--- src/rtl/conv_seq_pkg.sv ---
// Shared definitions for the convolution stream sequencer: FSM states,
// config register map, error codes and CONTROL register bit positions.
package conv_seq_pkg;

  typedef enum logic [1:0] {
    ST_IDLE  = 2'd0,
    ST_KERN  = 2'd1,
    ST_FEAT  = 2'd2,
    ST_DRAIN = 2'd3
  } state_t;

  localparam logic [4:0] ADDR_KW   = 5'd0;
  localparam logic [4:0] ADDR_FW   = 5'd1;
  localparam logic [4:0] ADDR_CTRL = 5'd2;

  localparam logic [1:0] ERR_NONE     = 2'd0;
  localparam logic [1:0] ERR_OVERFLOW = 2'd1;
  localparam logic [1:0] ERR_CLOSED   = 2'd2;
  localparam logic [1:0] ERR_ABORT    = 2'd3;

  localparam int CTRL_START_BIT = 0;
  localparam int CTRL_ABORT_BIT = 1;

endpackage

--- src/rtl/conv_seq_out_reg.sv ---
// One-entry valid/ready output register carrying a data word plus its
// kernel/feature tag and end-of-phase marker. A flush empties it at once.
module conv_seq_out_reg #(
  parameter int DATA_W = 32
) (
  input  logic              clk,
  input  logic              rst_n,
  input  logic              flush,
  input  logic              load,
  input  logic [DATA_W-1:0] load_data,
  input  logic              load_kernel,
  input  logic              load_last,
  input  logic              ready,
  output logic              valid,
  output logic [DATA_W-1:0] data,
  output logic              is_kernel,
  output logic              last
);

  // Load on accept, drain on ready, drop everything on flush; payload only
  // changes on a load so it stays stable while stalled.
  always_ff @(posedge clk or negedge rst_n) begin
    if (!rst_n) begin
      valid     <= 1'b0;
      data      <= '0;
      is_kernel <= 1'b0;
      last      <= 1'b0;
    end else if (flush) begin
      valid <= 1'b0;
    end else if (load) begin
      valid     <= 1'b1;
      data      <= load_data;
      is_kernel <= load_kernel;
      last      <= load_last;
    end else if (ready) begin
      valid <= 1'b0;
    end
  end

endmodule

--- src/rtl/conv_stream_sequencer.sv ---
// Sequences a kernel phase then a feature phase from two host write streams
// into one tagged, backpressured stream, with config registers, error
// reporting and a done pulse once the pipeline has drained.
module conv_stream_sequencer
  import conv_seq_pkg::*;
#(
  parameter int DATA_W = 32,
  parameter int CNT_W  = 20
) (
  input  logic              bus_clk,
  input  logic              bus_rst_n,
  input  logic              cfg_wren,
  input  logic [4:0]        cfg_addr,
  input  logic [31:0]       cfg_data,
  input  logic              kern_open,
  input  logic              kern_wren,
  input  logic [DATA_W-1:0] kern_data,
  output logic              kern_full,
  input  logic              feat_open,
  input  logic              feat_wren,
  input  logic [DATA_W-1:0] feat_data,
  output logic              feat_full,
  output logic              pipe_valid,
  output logic [DATA_W-1:0] pipe_data,
  output logic              pipe_is_kernel,
  output logic              pipe_last,
  input  logic              pipe_ready,
  input  logic              pipe_busy,
  output logic              busy,
  output logic              done,
  output logic              err,
  output logic [1:0]        err_code
);

  state_t           state_reg;
  logic [CNT_W-1:0] kw_reg;
  logic [CNT_W-1:0] fw_reg;
  logic [CNT_W-1:0] rem_reg;
  logic             done_reg;
  logic             err_reg;
  logic [1:0]       err_code_reg;

  logic cfg_start, cfg_abort, rem_nz, rem_one, out_free;
  logic kern_acc, feat_acc, acc;
  logic kern_ovf, feat_ovf, closed_err, abort_err, flush;
  logic cfg_unused;

  assign cfg_start = cfg_wren && (cfg_addr == ADDR_CTRL) && cfg_data[CTRL_START_BIT];
  assign cfg_abort = cfg_wren && (cfg_addr == ADDR_CTRL) && cfg_data[CTRL_ABORT_BIT];
  assign cfg_unused = ^cfg_data[31:CNT_W];

  assign rem_nz   = (rem_reg != '0);
  assign rem_one  = (rem_reg == CNT_W'(1));
  assign out_free = ~pipe_valid | pipe_ready;

  // Backpressure depends only on registered state and pipe_ready.
  assign kern_full = ~((state_reg == ST_KERN) && rem_nz && out_free);
  assign feat_full = ~((state_reg == ST_FEAT) && rem_nz && out_free);

  assign kern_acc = kern_wren & ~kern_full;
  assign feat_acc = feat_wren & ~feat_full;
  assign acc      = kern_acc | feat_acc;

  assign kern_ovf   = kern_wren & kern_full;
  assign feat_ovf   = feat_wren & feat_full;
  assign closed_err = ((state_reg == ST_KERN) && !kern_open && rem_nz) ||
                      ((state_reg == ST_FEAT) && !feat_open && rem_nz);
  assign abort_err  = cfg_abort && (state_reg != ST_IDLE);
  // Terminating errors discard the output entry even if a word was accepted.
  assign flush      = closed_err | abort_err;

  assign busy     = (state_reg != ST_IDLE);
  assign done     = done_reg;
  assign err      = err_reg;
  assign err_code = err_code_reg;

  conv_seq_out_reg #(.DATA_W(DATA_W)) u_out_reg (
    .clk         (bus_clk),
    .rst_n       (bus_rst_n),
    .flush       (flush),
    .load        (acc),
    .load_data   (kern_acc ? kern_data : feat_data),
    .load_kernel (kern_acc),
    .load_last   (acc && rem_one),
    .ready       (pipe_ready),
    .valid       (pipe_valid),
    .data        (pipe_data),
    .is_kernel   (pipe_is_kernel),
    .last        (pipe_last)
  );

  // Word-count registers are writable only while idle.
  always_ff @(posedge bus_clk or negedge bus_rst_n) begin
    if (!bus_rst_n) begin
      kw_reg <= '0;
      fw_reg <= '0;
    end else if (cfg_wren && state_reg == ST_IDLE) begin
      if (cfg_addr == ADDR_KW) kw_reg <= cfg_data[CNT_W-1:0];
      if (cfg_addr == ADDR_FW) fw_reg <= cfg_data[CNT_W-1:0];
    end
  end

  // Phase FSM; error updates come last so they override normal progress.
  always_ff @(posedge bus_clk or negedge bus_rst_n) begin
    if (!bus_rst_n) begin
      state_reg    <= ST_IDLE;
      rem_reg      <= '0;
      done_reg     <= 1'b0;
      err_reg      <= 1'b0;
      err_code_reg <= ERR_NONE;
    end else begin
      done_reg <= 1'b0;
      unique case (state_reg)
        ST_IDLE: begin
          if (cfg_start && !cfg_abort) begin
            err_reg      <= 1'b0;
            err_code_reg <= ERR_NONE;
            rem_reg      <= kw_reg;
            if (kw_reg != '0) begin
              state_reg <= ST_KERN;
            end else if (fw_reg != '0) begin
              state_reg <= ST_FEAT;
              rem_reg   <= fw_reg;
            end else begin
              done_reg <= 1'b1;
            end
          end
        end
        ST_KERN: begin
          if (kern_acc) begin
            rem_reg <= rem_reg - 1'b1;
            if (rem_one) begin
              rem_reg   <= fw_reg;
              state_reg <= (fw_reg != '0) ? ST_FEAT : ST_DRAIN;
            end
          end
        end
        ST_FEAT: begin
          if (feat_acc) begin
            rem_reg <= rem_reg - 1'b1;
            if (rem_one) state_reg <= ST_DRAIN;
          end
        end
        ST_DRAIN: begin
          if (!pipe_valid && !pipe_busy) begin
            done_reg  <= 1'b1;
            state_reg <= ST_IDLE;
          end
        end
        default: state_reg <= ST_IDLE;
      endcase

      if (kern_ovf || feat_ovf) begin
        err_reg      <= 1'b1;
        err_code_reg <= ERR_OVERFLOW;
      end
      if (closed_err) begin
        err_reg      <= 1'b1;
        err_code_reg <= ERR_CLOSED;
        state_reg    <= ST_IDLE;
        rem_reg      <= '0;
        done_reg     <= 1'b0;
      end
      if (abort_err) begin
        err_reg      <= 1'b1;
        err_code_reg <= ERR_ABORT;
        state_reg    <= ST_IDLE;
        rem_reg      <= '0;
        done_reg     <= 1'b0;
      end
    end
  end

endmodule

--- config.mk ---
export PLATFORM = sky130hd
export DESIGN_NAME = conv_stream_sequencer
export DESIGN_NICKNAME = d
export VERILOG_FILES = /design/src/rtl/conv_seq_pkg.sv /design/src/rtl/conv_seq_out_reg.sv /design/src/rtl/conv_stream_sequencer.sv
export SDC_FILE = /design/constraint.sdc
export NUM_CORES = 1
export LEC_CHECK = 0
export ABC_AREA = 1
export BUFFER_PORTS_ARGS = -buffer_cell sky130_fd_sc_hd__buf_2
export CORE_ASPECT_RATIO = 1.1
export CORE_UTILIZATION = 54
export DETAILED_ROUTE_END_ITERATION = 10
export PLACE_DENSITY = 0.77
export SLEW_MARGIN = 20
export SYNTH_ARGS = -nofsm -noshare
export SYNTH_HDL_FRONTEND = slang
export SYNTH_HIERARCHICAL = 1
export SYNTH_SLANG_ARGS = --single-unit
--- constraint.sdc ---
create_clock -name bus_clk -period 2.3 [get_ports bus_clk]
set_input_delay 0.46 -clock bus_clk [delete_from_list [all_inputs] [get_ports bus_clk]]
set_output_delay 0.46 -clock bus_clk [all_outputs]
set_load 0.01 [all_outputs]
==> metrics, run 1 <==
Clock Tree Buf Depth=2; most common cell in the netlist=nand2_1; Area Growth Syn to Fin=19.1%; Initial DRC Count=453; async set or reset register ratio after synthesis=100%; post-synthesis sequential area ratio=41.3%; Synth cell types=37; global-route wire length before repair=25,400 um; Comb pwr share=54.4%; Post-CTS Setup Bufs=0; Fin Setup TNS=0 ns; max_slew headroom=65.6%; Mapped Cells=887; WP data required=1.84 ns; total clock sinks=101; Slew Limit Fails=0; Fin Clk Skew=0.00942 ns; Fillers=1,016; Sw Share=47.2%; design internal power=5.15 mW; Final Setup Violations=0; crit path kind=reg2out; Post-synth top cells=nand2_1 (357), dfrtp_1 (101), nand3_1 (93); layout cells sized above 1=20.3%; pwr dens=1340 nW/um^2; top-area cell type share of the netlist area=41.3%; drt drc=0; Root Buffer=clkbuf_16; setup repair after global routing missed its margin=false; CP Launch Type=register; fin nets=1,139; H-tree Lvls=3; slew of the pin with the lowest slew margin=0.516 ns; Tot Pwr=9.75 mW; global-route usage over all layers=27.9%; Max-Cap Viols=0; Synthesized Nets=1,005; core area=11,000 sq um; Synth Flop Type=dfrtp_1; syn avg cell area=6.89 sq um; fin crit period=2.14 ns; EDFF count, synth=0; hold buffer count at cts=0; status=finished clean; via count=6,032; routability congestion estimate=0.861; Psw=4.60 mW; synth top area cells=dfrtp_1 (41%), nand2_1 (22%), nand3_1 (7.6%); CTS tree=done; Die ar.=11,800 sq um; Tcrit/Tclk final=92.9%; io pins=152; clock latency at the later pin of the worst-skew pair=0.35 ns; Die W=103 um; pin count of the biggest net entering global routing=45; number of synthesized register bits=101; number of global-route vias before repair=5,154; Die H=114 um; WL final=15,700 um; final hold violations=0; crit end category=primary output; cts repair resizes=0; remaining global-route overflow=0; Pleak=4.03 nW; maximum VDD drop=0.664 mV; area leader, netlist=dfrtp_1; Biggest register=u_out_reg/data; post-DP HPWL=11,500 um; Worst-path clk slew=0.07 ns; CTS Buf Count=9; Final ANT Viol Nets=0; synth warn=6; WL per Instance=13.4 um; sequential power share=30.4%; Hold WC Path Type=in2async; Port Buffers=139; max reg flops=32; vias per cell=5.14; critical path fanouts, max=5; reg2reg path depth=11; Clk network pwr share=15.2%; Initial Util=55.8%; synthesized area=6110 sq um; maximum clock frequency=468 MHz; critical path arrival=1.68 ns; # rows=40; DRT Pass-1 Iters=5; initial antenna violation count=0; Ant. Diodes=0
## metrics by stage
step | worst slack, ns | util, % | area [sq um] | std cells | hold WS, ns
floorplan | 0.279 | - | 6110 | 887 | 0.164
global placement | 0.240 | 63.7 | 6980 | 1157 | 0.449
detailed placement | 0.170 | 63.7 | 6980 | 1157 | 0.453
CTS | 0.0976 | 66.3 | 7270 | 1173 | 0.0900
global route | 0.0121 | 66.4 | 7280 | 1173 | 0.109
finish | 0.163 | 66.4 | 7280 | 1173 | 0.0805
## cells in the final DEF, fill, tap and decap left out, types with 2 or more instances in the layout
master,count
a21o_1,2
a21oi_1,36
buf_12,3
buf_2,138
buf_4,23
clkbuf_16,9
clkinvlp_4,2
dfrtp_1,101
ha_1,8
inv_1,54
inv_2,3
inv_6,2
nand2_1,357
nand2_2,3
nand3_1,93
nand3_4,2
nand3b_1,5
nand4_1,8
nor2_1,86
nor2_2,4
nor2_4,3
nor3_1,3
o21ai_0,54
o21ai_2,5
or2_2,2
xor2_1,6
## final timing paths
kind | slack [ns] | to | startpoint
min in group bus_clk | 0.36 | u_out_reg/valid | pipe_ready
worst min register to register | 0.47 | u_out_reg/data[0] | u_out_reg/data[0]
worst min-delay path | 0.08 | fw_reg[5] | bus_rst_n
max in group asynchronous | 1.50 | u_out_reg/last | bus_rst_n
worst max-delay path | 0.16 | kern_full | rem_reg[0]
worst max register to register | 0.20 | rem_reg[18] | state_reg[1]
## per-layer routing
layer | up-vias | track usage [%] | wire (um)
li1 | 3081 | - | -
met1 | 2722 | 42.4 | 7300
met2 | 216 | 41.9 | 7200
met3 | 13 | 3.74 | 1000
met4 | 0 | 7.14 | 178
met5 | - | 0 | 0
## kinds of logic (layout without fill, tap and decap cells)
logic type      after synthesis  in the layout  share of synthesized area (%)
compound gates              100            100                           8.84
xor+xnor                      7              7                           1.00
fa+ha+maj                     8              8                           1.64
buf+inv                     100            239                           7.65
flops                       101            101                           41.3
simple gates                571            571                           39.5
## worst max-delay path, cell delays in order, from the launching register on
cell and delay [ns]:
dfrtp_1 0.41, inv_1 0.13, ha_1 0.16, nand2_1 0.06, nor2_2 0.16, nand3_4 0.14, nand3_1 0.13, buf_2 0.14
## final cells by class
cell class / count / area [sq um] / share of cell area, %
inverters: 59 / 224 / 3.08
clock inverters: 6 / 52.6 / 0.722
well taps: 147 / 184 / 2.53
multi-input cells: 686 / 3130 / 43.0
clock buffers: 10 / 239 / 3.28
repair buffers: 164 / 923 / 12.7
flip-flops and latches: 101 / 2530 / 34.7
## power by group through the flow
stage                     clock, mW  sequential [mW]  combinational (mW)
after floorplan                   0             3.00                3.70
after global placement            0             2.96                5.13
after detailed placement          0             2.97                5.23
after CTS                      1.50             2.95                5.26
after global routing           1.58             3.05                5.93
final                          1.48             2.96                5.30
Power figures use the tool's default switching activity.
==> inputs of run 2 (changes only) <==
--- a/config.mk
+++ b/config.mk
@@ -8,9 +8,9 @@
 export ABC_AREA = 1
 export BUFFER_PORTS_ARGS = -buffer_cell sky130_fd_sc_hd__buf_2
 export CORE_ASPECT_RATIO = 1.1
-export CORE_UTILIZATION = 54
+export CORE_UTILIZATION = 31
 export DETAILED_ROUTE_END_ITERATION = 10
-export PLACE_DENSITY = 0.77
+export PLACE_DENSITY = 0.47
 export SLEW_MARGIN = 20
 export SYNTH_ARGS = -nofsm -noshare
 export SYNTH_HDL_FRONTEND = slang
==> run 2 against run 1 <==
Combinational power increased by 4.0%. Sequential share of layout area fell by 1.1 points. First-iteration DRC count down 26%. Clock-buffer cell count unchanged. Via count decreased by 2.1%. Fmax down 0.24%. Global-route usage is 9.3 points lower. Final cell count is 9.1% higher. Routed wire length grew 16%. Largest power group unchanged.
==> metrics, run 2 (synthesis gave the netlist of run 1 again) <==
Tot Pwr=10.1 mW (+4.0%); design internal power=5.41 mW (+5.0%); Area Growth Syn to Fin=22.9%; slew of the pin with the lowest slew margin=0.542 ns (+0.0261 ns); maximum clock frequency=467 MHz (-0.24%); Fin Setup TNS=0 ns (unchanged); remaining global-route overflow=0 (unchanged); Buf+Inv Stages, Crit Path=2 (unchanged); R2R Path End=rem_reg[11]; Final ANT Viol Nets=0 (unchanged); most common cell after layout, fill and taps aside=nand2_1; vias per cell=4.61 (-10%); cts repair resizes=0 (unchanged); Initial DRC Count=335 (-26%); post-layout util=39.1% (-27 points); maximum VDD drop=0.501 mV (-25%); core area=19,200 sq um (+75%); WL final=18,200 um (+16%); WL per Instance=14.2 um (+6.4%); Pleak=4.10 nW (+1.7%); fin nets=1,147 (+0.70%); fin crit period=2.14 ns (+0.00518 ns); clock latency at the later pin of the worst-skew pair=0.35 ns (about the same); Post-CTS Setup Bufs=0 (unchanged); Final Setup Violations=0 (unchanged); Biggest register=u_out_reg/data; Fin Clk Skew=0.0103 ns (+0.000880 ns); critical path arrival=1.68 ns (about the same); Tcrit/Tclk final=93.1% (+0.23 points); critical path's top delay family=simple AND/OR/NAND/NOR gates; Crit-path slowest cell=dfrtp_1; global-route usage over all layers=18.7% (-9.3 points); layout cells sized above 1=20.6% (+0.35 points); Max-Cap Viols=0 (unchanged); Port Buffers=139 (unchanged); Die H=149 um (+31%); routability congestion estimate=0.827 (-4.0%); Worst-path clk slew=0.07 ns (about the same); DRT Pass-1 Iters=5 (unchanged); pwr dens=1350 nW/um^2 (+0.74%); H-tree Lvls=3 (unchanged); WP data required=1.84 ns (about the same); Die W=136 um (+31%); max incr delay on CP=0.38 ns (-0.03 ns); global-route wire length before repair=29,400 um (+16%); reg2reg path depth=13 (+2); max reg flops=32 (unchanged); commonest non-fill, non-tap cells in the layout=nand2_1 (357), buf_2 (138), dfrtp_1 (101), nand3_1 (93), nor2_1 (86); max_slew headroom=63.8% (-1.8 points); status=finished clean; via count=5,904 (-2.1%); # rows=53 (+33%); CP Launch Type=register; initial antenna violation count=0 (unchanged); Sw Share=46.7% (-0.52 points); Psw=4.73 mW (+2.9%); Hold WS=0.0676 ns (-0.0129 ns); hold buffer count at cts=0 (unchanged); critical path fanouts, max=5 (unchanged); CTS Buf Count=9 (unchanged); Initial Util=31.8% (-24 points); Ant. Diodes=0 (unchanged); crit end category=primary output; io pins=152 (unchanged); Die ar.=20,300 sq um (+73%); final hold violations=0 (unchanged); total clock sinks=101 (unchanged); crit path kind=reg2out; Clk network pwr share=16.4% (+1.2 points); post-DP HPWL=13,700 um (+19%); Root Buffer=clkbuf_16; Slew Limit Fails=0 (unchanged); drt drc=0 (unchanged); CTS tree=done; R2R Path Start=rem_reg[0]; setup repair after global routing missed its margin=false; Comb pwr share=54.3% (about the same); Hold WC Path Type=in2async; pin count of the biggest net entering global routing=41 (-8.9%); Clock Tree Buf Depth=2 (unchanged); sequential power share=29.3% (-1.1 points); crit-path cells=inv_1, ha_1, nand2_1, nor2_1, nand3_4, nand3_1, buf_2; number of global-route vias before repair=5,523 (+7.2%); FF-to-FF setup slack=0.18 ns (-0.02 ns)
[run 2: power groups by stage]
stage / registers [mW] / clock network [mW] / logic (mW)
floorplan: 3.00 / 0 / 3.70
global placement: 2.98 / 0 / 5.51
detailed placement: 2.98 / 0 / 5.53
CTS: 2.97 / 1.72 / 5.55
global route: 3.06 / 1.77 / 6.25
finish: 2.97 / 1.66 / 5.51
[run 2: how the worst max path moves through the flow]
| stage | startpoint | to | slack [ns] | depth (start not counted) |
|---|---|---|---|---|
| floorplan | rem_reg[0] | u_out_reg/is_kernel | 0.28 | 12 |
| global placement | cfg_addr[0] | rem_reg[11] | 0.18 | 13 |
| detailed placement | rem_reg[15] | u_out_reg/data[28] | 0.16 | 11 |
| CTS | rem_reg[15] | kern_full | 0.1 | 6 |
| global route | rem_reg[1] | u_out_reg/data[23] | 0.01 | 12 |
| finish | rem_reg[0] | kern_full | 0.16 | 7 |
[run 2: per-layer routing]
metal,GRT usage (%),vias up,share of wire [%]
met5,0,-,0
met4,4.83,0,1.1
met3,2.79,12,4.4
met2,28.0,135,45
met1,27.7,2654,50
li1,-,3103,-
[run 2: layout make-up]
type / instances / area (sq um)
Inverter: 59 / 225
Tap cell: 247 / 309
Clock buffer: 10 / 229
Multi-Input combinational cell: 686 / 3120
Timing Repair Buffer: 172 / 1020
Clock inverter: 5 / 82.6
Fill cell: 2152 / 11700
Sequential cell: 101 / 2530
[run 2: through the flow]
step                setup slack, ns  cells  area (sq um)
floorplan                     0.279    887          6110
global placement              0.177   1265          7200
detailed placement            0.164   1265          7200
CTS                          0.0999   1280          7510
global route                 0.0141   1280          7510
finish                        0.158   1280          7510
[run 2: worst reg2reg max path: cells and delay by family (launching register included)]
kind	cells	cell delay [ns]
AND/OR/NAND/NOR	7	0.84
buffers and inverters	3	0.46
flip-flops	1	0.38
AO/OA/AOI/OAI	2	0.18
adder cells (fa/ha/maj)	1	0.16
==> inputs of run 3 (changes only) <==
--- a/config.mk
+++ b/config.mk
@@ -8,9 +8,11 @@
 export ABC_AREA = 1
 export BUFFER_PORTS_ARGS = -buffer_cell sky130_fd_sc_hd__buf_2
 export CORE_ASPECT_RATIO = 1.1
+export CORE_MARGIN = 4
 export CORE_UTILIZATION = 31
 export DETAILED_ROUTE_END_ITERATION = 10
 export PLACE_DENSITY = 0.47
+export RECOVER_POWER = 50
 export SLEW_MARGIN = 20
 export SYNTH_ARGS = -nofsm -noshare
 export SYNTH_HDL_FRONTEND = slang
==> run 3 against run 2 <==
The run now ends with max-capacitance violations, max-slew violations left. Worst hold slack better by 0.29 ns. Cell area is 1.2% lower. Register-to-register slack hardly changed. Clock power is 9% lower. Clock skew is 0.0056 ns higher. Core utilization is 0.49 points lower. Sequential cell count stayed put. Non-clock buffer count stayed put. Routed wire length is 1.1% higher. Combinational power is 0.7% lower. Largest power group unchanged.
==> metrics, run 3 (synthesis gave the netlist of run 1 again) <==
status=finished, violations left; routability congestion estimate=0.816 (-1.3%); Hold Crit Start=pipe_ready; Tcrit/Tclk final=93.1% (about the same); max incr delay on CP=0.41 ns (+0.03 ns); most common cell after layout, fill and taps aside=nand2_1; crit end category=primary output; WL per Instance=14.4 um (+1.1%); Area Growth Syn to Fin=21.4%; commonest non-fill, non-tap cells in the layout=nand2_1 (357), buf_2 (117), dfrtp_1 (101), nand3_1 (93), nor2_1 (86); CTS tree=done; clock latency at the later pin of the worst-skew pair=0.36 ns (about the same); initial antenna violation count=1 (+1); pin count of the biggest net entering global routing=61 (+49%); H-tree Lvls=3 (unchanged); Pleak=4.00 nW (-2.6%); sequential power share=29.7% (+0.4 points); slew of the pin with the lowest slew margin=1.57 ns (+1.03 ns); Die W=142 um (+4.4%); global-route usage over all layers=16.6% (-2.1 points); CTS Buf Count=9 (unchanged); crit-path cells=nor2_1, nand2_1, nor2_4, nand3_4, nand3_1, buf_2; number of global-route vias before repair=5,465 (-1.1%); fin crit period=2.14 ns (-0.000286 ns); multi-input logic area=3120 sq um (unchanged); Max-Cap Viols=1 (+1); Ant. Diodes=0 (unchanged); vias per cell=4.57 (-0.82%); drt drc=0 (unchanged); hold depth=4; CP Launch Type=register; Die ar.=22,000 sq um (+8.6%); max_slew headroom=-4.93% (-69 points); Comb pwr share=55.1% (+0.8 points); R2R Path Start=state_reg[1]; Initial Util=31.8% (unchanged); maximum clock frequency=467 MHz (about the same); Biggest register=u_out_reg/data; hold path endpoint=u_out_reg/valid; FF+latch area=2530 sq um (unchanged); Final Setup Violations=0 (unchanged); fin nets=1,147 (unchanged); total clock sinks=101 (unchanged); Fillers=2,125 (-1.3%); core area=19,200 sq um (unchanged); layout cells sized above 1=18.4% (-2.2 points); via count=5,860 (-0.75%); Port Buffers=139 (unchanged); Die H=155 um (+4.0%); critical path fanouts, max=5 (unchanged); pre-CTS WS=0.125 ns (-0.0387 ns); design internal power=5.14 mW (-4.9%); Final ANT Viol Nets=0 (unchanged); DRT Pass-1 Iters=5 (unchanged); Fin Clk Skew=0.0159 ns (+0.00557 ns); crit path kind=reg2out; Psw=4.79 mW (+1.3%); post-DP HPWL=13,900 um (+1.9%); reg2reg path depth=9 (-4); Clk network pwr share=15.2% (-1.2 points); WL final=18,400 um (+1.1%); Clock Tree Buf Depth=2 (unchanged); final hold violations=0 (unchanged); Worst-path clk slew=0.08 ns (about the same); max reg flops=32 (unchanged); FF-to-FF setup slack=0.18 ns (about the same); WP data required=1.84 ns (about the same); final worst setup slack=0.158 ns (+0.000286 ns); maximum VDD drop=0.567 mV (+13%); pwr dens=1340 nW/um^2 (-0.76%); failing checks=max-capacitance violations, max-slew violations; io pins=152 (unchanged); global-route wire length before repair=29,200 um (-0.56%); Crit-path slowest cell=dfrtp_1; # rows=53 (unchanged); Root Buffer=clkbuf_16; Sw Share=48.2% (+1.6 points); Slew Limit Fails=26 (+26); Fin Setup TNS=0 ns (unchanged); setup repair after global routing missed its margin=false; critical path arrival=1.68 ns (about the same); R2R Path End=rem_reg[1]; hold buffer count at cts=0 (unchanged); Initial DRC Count=432 (+29%); remaining global-route overflow=0 (unchanged); Hold WC Path Type=in2reg
## run 3: changes by cell type in the layout (fill, tap and decap cells not counted), sizes merged
cell	delta
clkbuf	+24
bufinv	-2
clkinvlp	+1
clkinv	-1
buf	-24
inv	+3
## run 3: critical path: cells and delay by family, from the launching register on
family / cells / cell delay [ns]
AND/OR/NAND/NOR: 5 / 0.77
buffers and inverters: 1 / 0.15
flip-flops: 1 / 0.41
## run 3: worst max-delay path by stage
stage | start | to | slack [ns] | depth (start not counted)
floorplan | rem_reg[0] | u_out_reg/is_kernel | 0.28 | 12
global placement | cfg_addr[0] | rem_reg[16] | 0.16 | 13
detailed placement | cfg_addr[0] | rem_reg[16] | 0.13 | 13
CTS | rem_reg[1] | kern_full | 0.09 | 7
global route | rem_reg[1] | kern_full | 0.03 | 7
finish | rem_reg[15] | kern_full | 0.16 | 6
## run 3: power groups by stage
stage,combinational [mW],sequential (mW),clock (mW)
floorplan,3.70,3.00,0
global placement,5.52,2.97,0
detailed placement,5.53,2.97,0
CTS,5.55,2.95,1.57
global route,6.18,3.04,1.63
finish,5.47,2.95,1.51
## run 3: what timing repair did
| action | 4_1_cts | 5_1_grt |
|---|---|---|
| endpoints found under the setup margin | 0 | 4 |
| resized for setup | 0 | 1 |
| setup buffers | 0 | 0 |
## run 3: cell type report
class | instances | share of cell area [%]
Timing Repair Buffer | 172 | 12.9
Clock inverter | 6 | 0.708
Multi-Input combinational cell | 686 | 42.1
Sequential cell | 101 | 34.1
Inverter | 59 | 3.02
Clock buffer | 10 | 3.09
Tap cell | 247 | 4.16
## run 3: metal layers
layer / up-vias / GRT usage [%] / share of wire (%)
met5: - / 0 / 0.038
met4: 2 / 4.30 / 1.2
met3: 16 / 2.95 / 4.7
met2: 132 / 24.1 / 43
met1: 2609 / 25.2 / 51
li1: 3101 / - / -
## run 3: through the flow
stage | cells | util, % | cell area, sq um | hold WS [ns] | power, mW
after CTS | 1281 | 38.8 | 7460 | 0.00899 | 10.1
after global placement | 1265 | 37.3 | 7170 | 0.407 | 8.50
after global routing | 1281 | 38.6 | 7420 | 0.372 | 10.9
final | 1281 | 38.6 | 7420 | 0.360 | 9.93
after floorplan | 887 | - | 6110 | 0.164 | 6.70
after detailed placement | 1265 | 37.3 | 7170 | 0.406 | 8.50
